File: src/rtl/vram_arb_pkg.sv
// Shared types and widths for the VRAM bus arbiter.
// Pure declarations: no logic and no latency.
package vram_arb_pkg;

  localparam int ADDR_W   = 16;
  localparam int DATA_W   = 8;
  localparam int MAX_NREQ = 4;

  typedef enum logic [1:0] {
    ARB_IDLE   = 2'd0,
    ARB_SETTLE = 2'd1,
    ARB_GRANT  = 2'd2,
    ARB_DRAIN  = 2'd3
  } arb_state_e;

  // Index width for n items, never narrower than one bit.
  function automatic int idx_w(input int n);
    return (n <= 2) ? 1 : $clog2(n);
  endfunction

endpackage

File: src/rtl/vram_arbiter_rr_picker.sv
// Combinational round-robin priority encoder: the search starts at ptr and wraps at NREQ-1.
// Zero latency and no backpressure; any_req flags that winner is meaningful.
module rr_picker
  import vram_arb_pkg::*;
#(
  parameter int NREQ = 2,
  parameter int IW   = idx_w(NREQ)
) (
  input  logic [NREQ-1:0] req,
  input  logic [IW-1:0]   ptr,
  output logic [IW-1:0]   winner,
  output logic            any_req
);

  function automatic logic [IW:0] wrap_add(input logic [IW-1:0] p, input int k);
    logic [IW:0] s;
    s = {1'b0, p} + (IW+1)'(k);
    if (s >= (IW+1)'(NREQ)) s = s - (IW+1)'(NREQ);
    return s;
  endfunction

  // Scan offsets from farthest to nearest so the closest requester to ptr is written last.
  always_comb begin
    winner  = '0;
    any_req = 1'b0;
    for (int k = NREQ - 1; k >= 0; k--) begin
      for (int i = 0; i < NREQ; i++) begin
        if (req[i] && (wrap_add(ptr, k) == (IW+1)'(i))) begin
          winner  = IW'(i);
          any_req = 1'b1;
        end
      end
    end
  end

endmodule

File: src/rtl/vram_arbiter.sv
// Shares the VRAM port between the CPU (stalled via hold) and NREQ DMA masters, round-robin.
// Read data returns MEM_LAT cycles after mem_cs; VRAM_ARB_BURST_LIMIT_EN caps a grant at MAX_BURST reads.
module vram_arbiter
  import vram_arb_pkg::*;
#(
  parameter int NREQ      = 2,
  parameter int MEM_LAT   = 1,
  parameter int SETTLE    = 1,
  parameter int MAX_BURST = 64
) (
  input  logic                     clk,
  input  logic                     rst,
  input  logic [NREQ-1:0]          req,
  input  logic [NREQ-1:0]          rd,
  input  logic [ADDR_W*NREQ-1:0]   addr,
  output logic [NREQ-1:0]          gnt,
  output logic [NREQ-1:0]          rvalid,
  output logic [DATA_W-1:0]        rdata,
  input  logic                     vrambusy,
  output logic                     hold,
  output logic                     mem_cs,
  output logic [ADDR_W-1:0]        mem_addr,
  input  logic [DATA_W-1:0]        mem_rdata
);

  localparam int IW = idx_w(NREQ);
  localparam int SW = idx_w(SETTLE + 1);
  localparam int PW = IW + 1;

  localparam logic [1:0] ST_IDLE   = ARB_IDLE;
  localparam logic [1:0] ST_SETTLE = ARB_SETTLE;
  localparam logic [1:0] ST_GRANT  = ARB_GRANT;
  localparam logic [1:0] ST_DRAIN  = ARB_DRAIN;

  // Every stage except the output stage must be empty before the bus is handed back.
  localparam logic [MEM_LAT-1:0] EARLY_MASK = MEM_LAT'((1 << (MEM_LAT - 1)) - 1);

  logic [1:0]          state;
  logic [IW-1:0]       winner;
  logic [IW-1:0]       ptr;
  logic [IW-1:0]       pick;
  logic                pick_any;
  logic [SW-1:0]       settle_cnt;
  logic                slot_wait;
  logic                granted;
  logic                rd_w;
  logic                req_w;
  logic [ADDR_W-1:0]   addr_w;
  logic                accept;
  logic                burst_done;
  logic [PW*MEM_LAT-1:0] vp;
  logic [MEM_LAT-1:0]  stage_vld;
  logic                early_busy;
  logic                last_vld;
  logic [IW-1:0]       last_idx;

  rr_picker #(
    .NREQ (NREQ),
    .IW   (IW)
  ) u_picker (
    .req     (req),
    .ptr     (ptr),
    .winner  (pick),
    .any_req (pick_any)
  );

  always_comb begin
    rd_w   = 1'b0;
    req_w  = 1'b0;
    addr_w = '0;
    for (int i = 0; i < NREQ; i++) begin
      if (winner == IW'(i)) begin
        rd_w   = rd[i];
        req_w  = req[i];
        addr_w = addr[i*ADDR_W +: ADDR_W];
      end
    end
  end

  assign granted  = (state == ST_GRANT);
  assign accept   = granted & rd_w;
  assign mem_cs   = accept;
  assign mem_addr = granted ? addr_w : '0;

`ifdef VRAM_ARB_BURST_LIMIT_EN
  logic [6:0] burst_cnt;

  assign burst_done = accept && (burst_cnt == 7'(MAX_BURST - 1));

  always_ff @(posedge clk) begin
    if (rst || !granted) begin
      burst_cnt <= '0;
    end else if (accept) begin
      burst_cnt <= burst_cnt + 7'd1;
    end
  end
`else
  assign burst_done = 1'b0;
`endif

  // Each stage holds {valid, master index}; the stage shifted out is dropped.
  always_ff @(posedge clk) begin
    if (rst) begin
      vp <= '0;
    end else begin
      vp <= (PW*MEM_LAT)'({vp, accept, winner});
    end
  end

  for (genvar g = 0; g < MEM_LAT; g++) begin : g_stage
    assign stage_vld[g] = vp[g*PW + IW];
  end

  assign early_busy = |(stage_vld & EARLY_MASK);
  assign last_vld   = stage_vld[MEM_LAT-1];
  assign last_idx   = vp[PW*(MEM_LAT-1) +: IW];
  assign rvalid     = last_vld ? (NREQ'(1) << last_idx) : '0;
  assign rdata      = last_vld ? mem_rdata : '0;

  always_ff @(posedge clk) begin
    if (rst) begin
      state      <= ST_IDLE;
      winner     <= '0;
      ptr        <= '0;
      settle_cnt <= '0;
      gnt        <= '0;
      hold       <= 1'b0;
      slot_wait  <= 1'b0;
    end else begin
      case (state)
        ST_IDLE: begin
          // slot_wait keeps hold low one extra cycle so the CPU always gets a turn.
          slot_wait <= 1'b0;
          if (pick_any && !vrambusy && !slot_wait) begin
            winner     <= pick;
            hold       <= 1'b1;
            settle_cnt <= SW'(SETTLE);
            if (SETTLE == 0) begin
              gnt   <= NREQ'(1) << pick;
              state <= ST_GRANT;
            end else begin
              state <= ST_SETTLE;
            end
          end
        end
        ST_SETTLE: begin
          if (settle_cnt <= SW'(1)) begin
            gnt   <= NREQ'(1) << winner;
            state <= ST_GRANT;
          end else begin
            settle_cnt <= settle_cnt - SW'(1);
          end
        end
        ST_GRANT: begin
          if (!req_w || burst_done) begin
            gnt   <= '0;
            state <= ST_DRAIN;
          end
        end
        ST_DRAIN: begin
          if (!early_busy) begin
            hold      <= 1'b0;
            ptr       <= (winner == IW'(NREQ - 1)) ? '0 : winner + IW'(1);
            slot_wait <= 1'b1;
            state     <= ST_IDLE;
          end
        end
        default: state <= ST_IDLE;
      endcase
    end
  end

endmodule
File: config.mk
export PLATFORM = sky130hd
export DESIGN_NAME = vram_arbiter
export DESIGN_NICKNAME = d
export VERILOG_FILES = /design/src/rtl/vram_arb_pkg.sv /design/src/rtl/vram_arbiter_rr_picker.sv /design/src/rtl/vram_arbiter.sv
export SDC_FILE = /design/constraint.sdc
export NUM_CORES = 1
export LEC_CHECK = 0
export ABC_AREA = 1
export ABC_CLOCK_PERIOD_IN_PS = 1900
export CAP_MARGIN = 20
export CORE_ASPECT_RATIO = 0.7
export CORE_UTILIZATION = 31
export CTS_BUF_LIST = sky130_fd_sc_hd__clkbuf_8 sky130_fd_sc_hd__clkbuf_16
export DETAILED_ROUTE_END_ITERATION = 16
export PLACE_DENSITY_LB_ADDON = 0.2
export SYNTH_ARGS = -nofsm -noshare
export SYNTH_HDL_FRONTEND = slang
export SYNTH_HIERARCHICAL = 1
export SYNTH_SLANG_ARGS = --single-unit
File: constraint.sdc
create_clock -name clk -period 1.9 [get_ports clk]
set_clock_uncertainty 0.1 [all_clocks]
set_input_delay 0.38 -clock clk [delete_from_list [all_inputs] [get_ports clk]]
set_output_delay 0.38 -clock clk [all_outputs]
set_load 0.1 [all_outputs]
==> metrics.log, run 1 <==
INFO  metric outcome = finished, final reports clean
INFO  metric route.vias.total = 1301
INFO  metric yosysUniqueCellTypes = 22
INFO  metric slew_violations = 0
INFO  metric cp_data_required_time = 1.42 ns
INFO  metric gr-usage-all-layers = 0.280
INFO  metric ys_top_cells_by_area = sky130_fd_sc_hd__dfxtp_1, sky130_fd_sc_hd__nor2_1, sky130_fd_sc_hd__o21ai_0
INFO  metric ys.warnings.count = 6
INFO  metric synthesis.instances = 147
INFO  metric post_synth_instance_area = 861 um2
INFO  metric fmax = 535 MHz
INFO  metric max-vdd-ir-drop = 863 uV
INFO  metric grt_start_max_net_pins = 21
INFO  metric data_arrival_time_at_the_worst_slack_endpoint = 1.39 ns
INFO  metric sum_of_overflow_across_all_layers_after_global_routing = 0
INFO  metric finalSetupViolations = 0
INFO  metric num_antenna_cells = 0
INFO  metric period_minus_slack = 1.87 ns
INFO  metric via_per_inst = 5.00
INFO  metric start_kind = register
INFO  metric first_global_vias = 1333
INFO  metric buffer_ports.inserted = 76
INFO  metric route.detailed.wl_per_inst = 15.5 um
INFO  metric worstHoldPathCells = 2
INFO  metric cts_sinks = 10
INFO  metric drt-total-wl = 4030 um
INFO  metric floorplan.die.height = 46.1 um
INFO  metric crit_fanout = 10
INFO  metric critPathKind = register to output pin
INFO  metric first_pass_iters = 7
INFO  metric synth_enable_flop_cells = 0
INFO  metric dpl.cell_count = 252
INFO  metric cts_tree = built
INFO  metric antenna_violating_nets_post_route = 0
INFO  metric post-route-period-util = 0.983
INFO  metric final_layout_size_suffix_gt1_frac = 0.305
INFO  metric grt_pass1_wl = 6270 um
INFO  metric initial_core_util = 0.337
INFO  metric commonest_cells_in_the_netlist = sky130_fd_sc_hd__nor2_1, sky130_fd_sc_hd__inv_1, sky130_fd_sc_hd__o21ai_0
INFO  metric synthDominantAreaCellType = sky130_fd_sc_hd__dfxtp_1
INFO  metric clock_path_buffers = 2
INFO  metric rsz0062_at_grt = yes
INFO  metric die_w = 65.0 um
INFO  metric tritoncts.num_buffers = 3
INFO  metric layout_overhead_on_the_synthesized_area = 154%
INFO  metric clkSlewWorstSetupHoldPaths = 0.04 ns
INFO  metric number_of_register_bits_inferred_by_synthesis = 10
INFO  metric postSynthNetCount = 199
INFO  metric timing.final.hold_violations = 0
INFO  metric clock-root-buffer = sky130_fd_sc_hd__clkbuf_8
INFO  metric violation_count_after_the_first_detailed_route_iteration = 60
INFO  metric gp_congestion = 0.856
INFO  metric cts_hold_buffers = 0
INFO  metric slew_headroom = 0.772
INFO  metric reg2regPathDepth = 6
INFO  metric core-area = 2550 um2
INFO  metric total_leakage_power = 0.956 nW
INFO  metric tightestPinTransition = 0.341 ns
INFO  metric placementRows = 15
INFO  metric ff_latch_area = 204 um2
INFO  metric setup-tns-final = 0 ns
INFO  metric final_cells = 260
INFO  metric insertion_delay = 0.23 ns
INFO  metric synth-main-ff-cell = sky130_fd_sc_hd__dfxtp_1
INFO  metric htreeDepth = 1
INFO  metric syn_area_per_cell = 5.86 um2
INFO  metric number_of_antenna_violations_at_the_first_check_in_global_routing = 0
INFO  metric synthMostInstantiatedCell = sky130_fd_sc_hd__nor2_1
INFO  metric num_io_pins = 77
INFO  metric hold_path.class = register to register
INFO  metric die_area = 3000 um2
INFO  metric share_of_the_synthesized_area_in_the_top_cell_type = 0.233
INFO  metric end_kind = output pin
INFO  metric ys_async_rst_share = 0
INFO  metric layout.nets = 280
INFO  metric cellPowerDensity = 1310 nW/um2
INFO  metric synth.yosys.seq_area_share = 0.233
INFO  metric final.fill_count = 128
INFO  metric drcViolationCount = 0
INFO  metric area_of_combinational_cells_with_multiple_inputs = 672 um2
INFO  metric dp_hpwl = 2870 um
INFO  metric drv_cap = 0
INFO  metric hold_ws = 0.435 ns
placed cells by master, fill, tap and decap left out, drive strengths merged, types with 2 or more instances in the layout:
| master | Yosys | routed |
|---|---|---|
| clkdlybuf4s50 | 0 | 46 |
| nor2 | 45 | 45 |
| buf | 6 | 37 |
| inv | 23 | 23 |
| o21ai | 20 | 20 |
| nand2 | 18 | 18 |
| dfxtp | 10 | 10 |
| a21oi | 7 | 7 |
| nand3 | 6 | 6 |
| ha | 5 | 5 |
| clkbuf | 1 | 3 |
| or2 | 2 | 2 |
logic make-up after synthesis:
kind of cell,Yosys count,share of synthesized area
compound gates,28,0.166
simple gates,74,0.369
flops,10,0.233
buf+inv,30,0.160
fa+ha+maj,5,0.0727
power by group:
part | leakage (nW) | switching, mW | total, mW | internal (mW)
clock | 0.0216 | 0.0710 | 0.209 | 0.138
sequential | 0.0832 | 0.0765 | 0.353 | 0.276
combinational | 0.851 | 1.47 | 2.30 | 0.834
total | 0.956 | 1.62 | 2.87 | 1.25
path summary, 6_finish.rpt:
path                                    end  slack [ns]  startpoint
worst max-delay path            mem_addr[8]        0.03    state[0]
worst min-delay path              slot_wait        0.43   slot_wait
worst max register to register       gnt[1]        0.36    state[0]
worst min register to register    slot_wait        0.43   slot_wait
critical path, cell delays in order (launching register included):
cell	delay, ns
sky130_fd_sc_hd__dfxtp_2	0.34
sky130_fd_sc_hd__inv_2	0.09
sky130_fd_sc_hd__ha_4	0.18
sky130_fd_sc_hd__buf_8	0.14
sky130_fd_sc_hd__o21ai_1	0.11
sky130_fd_sc_hd__nor2_4	0.12
sky130_fd_sc_hd__buf_12	0.18
per-layer routing:
layer | GRT usage | vias to the layer above | routed length [um]
met4 | 0.102 | 0 | 93
li1 | - | 613 | -
met1 | 0.295 | 599 | 1500
met5 | 0 | - | 0
met3 | 0.0941 | 12 | 327
met2 | 0.531 | 77 | 2110
stage by stage:
step,setup WS (ns),util,instance area [um2],power [mW]
detailed placement,-0.00595,0.809,2060,2.48
finish,0.0322,0.856,2190,2.87
global placement,0.0846,0.809,2060,2.41
global route,-0.0264,0.856,2190,2.98
floorplan,-0.169,-,1000,1.76
CTS,-0.0224,0.849,2170,2.80
layout make-up:
class,count,area share
Clock buffer,3,0.0189
Inverter,23,0.0406
Multi-Input combinational cell,107,0.307
Sequential cell,10,0.0933
Tap cell,34,0.0195
Timing Repair Buffer,83,0.520
flip-flops by register name, summed over array words and instances (netlist names):
signal     flops
gnt            2
state          2
slot_wait      1
vp             2
hold           1
winner         1
ptr            1
what timing repair did:
action / 4_1_cts / 5_1_grt
hold endpoints to repair: 0 / 0
pin swaps: 0 / 2
buffers inserted: 4 / 1
setup endpoints to repair: 17 / 17
gates resized for setup: 7 / 17
(Power assumes the default switching activity.)
==> inputs of run 2 (changes only) <==
ABC_CLOCK_PERIOD_IN_PS = 2100   (was 1900)
SKIP_CTS_REPAIR_TIMING = 1   (was default)
clock period = 2.1 ns   (was 1.9 ns; I/O delays follow)
==> run 2 against run 1 <==
Sequential power shrank 14%. Cell count shrank 1.2%. Register-to-register slack gained 0.08 ns. Routed wire length shrank 6.1%. Hold slack lost 0.018 ns. Total power shrank 15%.
==> metrics.log, run 2 (synthesized netlist as in run 1, its figures left out) <==
INFO  metric outcome = finished, final reports clean
INFO  metric num_io_pins = 77
INFO  metric cts_sinks = 10
INFO  metric first_pass_iters = 4
INFO  metric clock_path_buffers = 2
INFO  metric end_kind = output pin
INFO  metric final_layout_size_suffix_gt1_frac = 0.283
INFO  metric drt-total-wl = 3790 um
INFO  metric period_minus_slack = 2.03 ns
INFO  metric final.fill_count = 152
INFO  metric layout_common_cells = sky130_fd_sc_hd__clkdlybuf4s50_1, sky130_fd_sc_hd__nor2_1, sky130_fd_sc_hd__buf_12
INFO  metric number_of_antenna_violations_at_the_first_check_in_global_routing = 0
INFO  metric data_arrival_time_at_the_worst_slack_endpoint = 1.51 ns
INFO  metric gr-usage-all-layers = 0.265
INFO  metric dpl.cell_count = 254
INFO  metric clock_power_share = 0.081
INFO  metric start_kind = register
INFO  metric cellPowerDensity = 1170 nW/um2
INFO  metric grt_start_max_net_pins = 21
INFO  metric fmax = 493 MHz
INFO  metric antenna_violating_nets_post_route = 0
INFO  metric cts_tree = built
INFO  metric drv_cap = 0
INFO  metric switching_power = 1.42 mW
INFO  metric clock-root-buffer = sky130_fd_sc_hd__clkbuf_8
INFO  metric sum_of_overflow_across_all_layers_after_global_routing = 0
INFO  metric first_global_vias = 1296
INFO  metric htreeDepth = 1
INFO  metric sw_frac_of_total = 0.582
INFO  metric top_layer_used = met4
INFO  metric num_antenna_cells = 0
INFO  metric initial_core_util = 0.337
INFO  metric critPathKind = register to output pin
INFO  metric internal_power = 1.02 mW
INFO  metric wl_met1 = 1320 um
INFO  metric dp_hpwl = 3150 um
INFO  metric tightestPinTransition = 0.372 ns
INFO  metric slew_violations = 0
INFO  metric power_frac_comb = 0.795
INFO  metric routed-wl-met2 = 2090 um
INFO  metric final_cells = 257
INFO  metric layout.nets = 277
INFO  metric route.detailed.wl_per_inst = 14.7 um
INFO  metric total_leakage_power = 0.923 nW
INFO  metric seq_power_share = 0.124
INFO  metric core-area = 2550 um2
INFO  metric gp_congestion = 0.911
INFO  metric tritoncts.num_buffers = 3
INFO  metric insertion_delay = 0.24 ns
INFO  metric max-vdd-ir-drop = 671 uV
INFO  metric clkSlewWorstSetupHoldPaths = 0.05 ns
INFO  metric grt_pass1_wl = 5850 um
INFO  metric rsz0062_at_grt = yes
INFO  metric hold_path.class = register to register
INFO  metric drcViolationCount = 0
INFO  metric crit_fanout = 10
INFO  metric route.vias.total = 1272
INFO  metric detailroute.wirelength.met3 = 291 um
INFO  metric post-route-period-util = 0.965
INFO  metric die_w = 65.0 um
INFO  metric top_regs = gnt (2), state (2), vp (2)
INFO  metric floorplan.die.height = 46.1 um
INFO  metric via_per_inst = 4.95
INFO  metric placementRows = 15
INFO  metric timing.final.hold_violations = 0
INFO  metric layout_overhead_on_the_synthesized_area = 142%
INFO  metric slew_headroom = 0.752
INFO  metric finalSetupViolations = 0
INFO  metric buffer_ports.inserted = 76
INFO  metric cp_data_required_time = 1.58 ns
INFO  metric most_common_cell_after_layout_fill_and_taps_aside = sky130_fd_sc_hd__clkdlybuf4s50_1
INFO  metric violation_count_after_the_first_detailed_route_iteration = 40
INFO  metric die_area = 3000 um2
INFO  metric post-layout-total-power = 2.44 mW
## run 2: final timing paths
path	end	slack, ns	cells after the start	start
setup / recovery	mem_addr[6]	0.07	6	state[0]
hold / removal	slot_wait	0.42	2	slot_wait
setup reg to reg	gnt[1]	0.44	6	state[0]
hold reg to reg	slot_wait	0.42	2	slot_wait
## run 2: layer usage
layer	track usage	vias to the layer above
met5	0	-
met4	0.0933	0
met3	0.0619	11
li1	-	606
met1	0.260	590
met2	0.554	65
## run 2: through the flow
stage	cell area [um2]	hold slack, ns	setup TNS, ns	worst slack (ns)	utilization
2_1_floorplan	995	0.348	-0.0392	-0.0392	-
3_3_place_gp	2040	0.370	0	0.235	0.799
3_5_place_dp	2040	0.393	0	0.162	0.799
4_1_cts	2080	0.415	-0.166	-0.0436	0.815
5_1_grt	2090	0.438	-0.00291	-0.00291	0.817
6_report	2090	0.417	0	0.0728	0.817
## run 2: power by group through the flow
stage                     clock network (mW)  logic [mW]  registers (mW)
after floorplan                            0        1.17           0.405
after global placement                     0        1.85           0.293
after detailed placement                   0        1.91           0.301
after CTS                              0.195        1.93           0.299
after global routing                   0.204        2.02           0.310
final                                  0.197        1.94           0.302
## run 2: final cells by class
class,count,area [um2],area share
Multi-Input combinational cell,107,662,0.317
Clock buffer,3,41.3,0.0198
Inverter,23,86.3,0.0414
Timing Repair Buffer,80,1050,0.505
Tap cell,34,42.5,0.0204
Sequential cell,10,200,0.0960
## run 2: worst max-delay path, stage by stage, from the launching register on
cell	delay (ns)
sky130_fd_sc_hd__dfxtp_1	0.40
sky130_fd_sc_hd__inv_2	0.08
sky130_fd_sc_hd__ha_2	0.21
sky130_fd_sc_hd__buf_4	0.17
sky130_fd_sc_hd__o21ai_1	0.17
sky130_fd_sc_hd__nor2_4	0.07
sky130_fd_sc_hd__buf_12	0.17
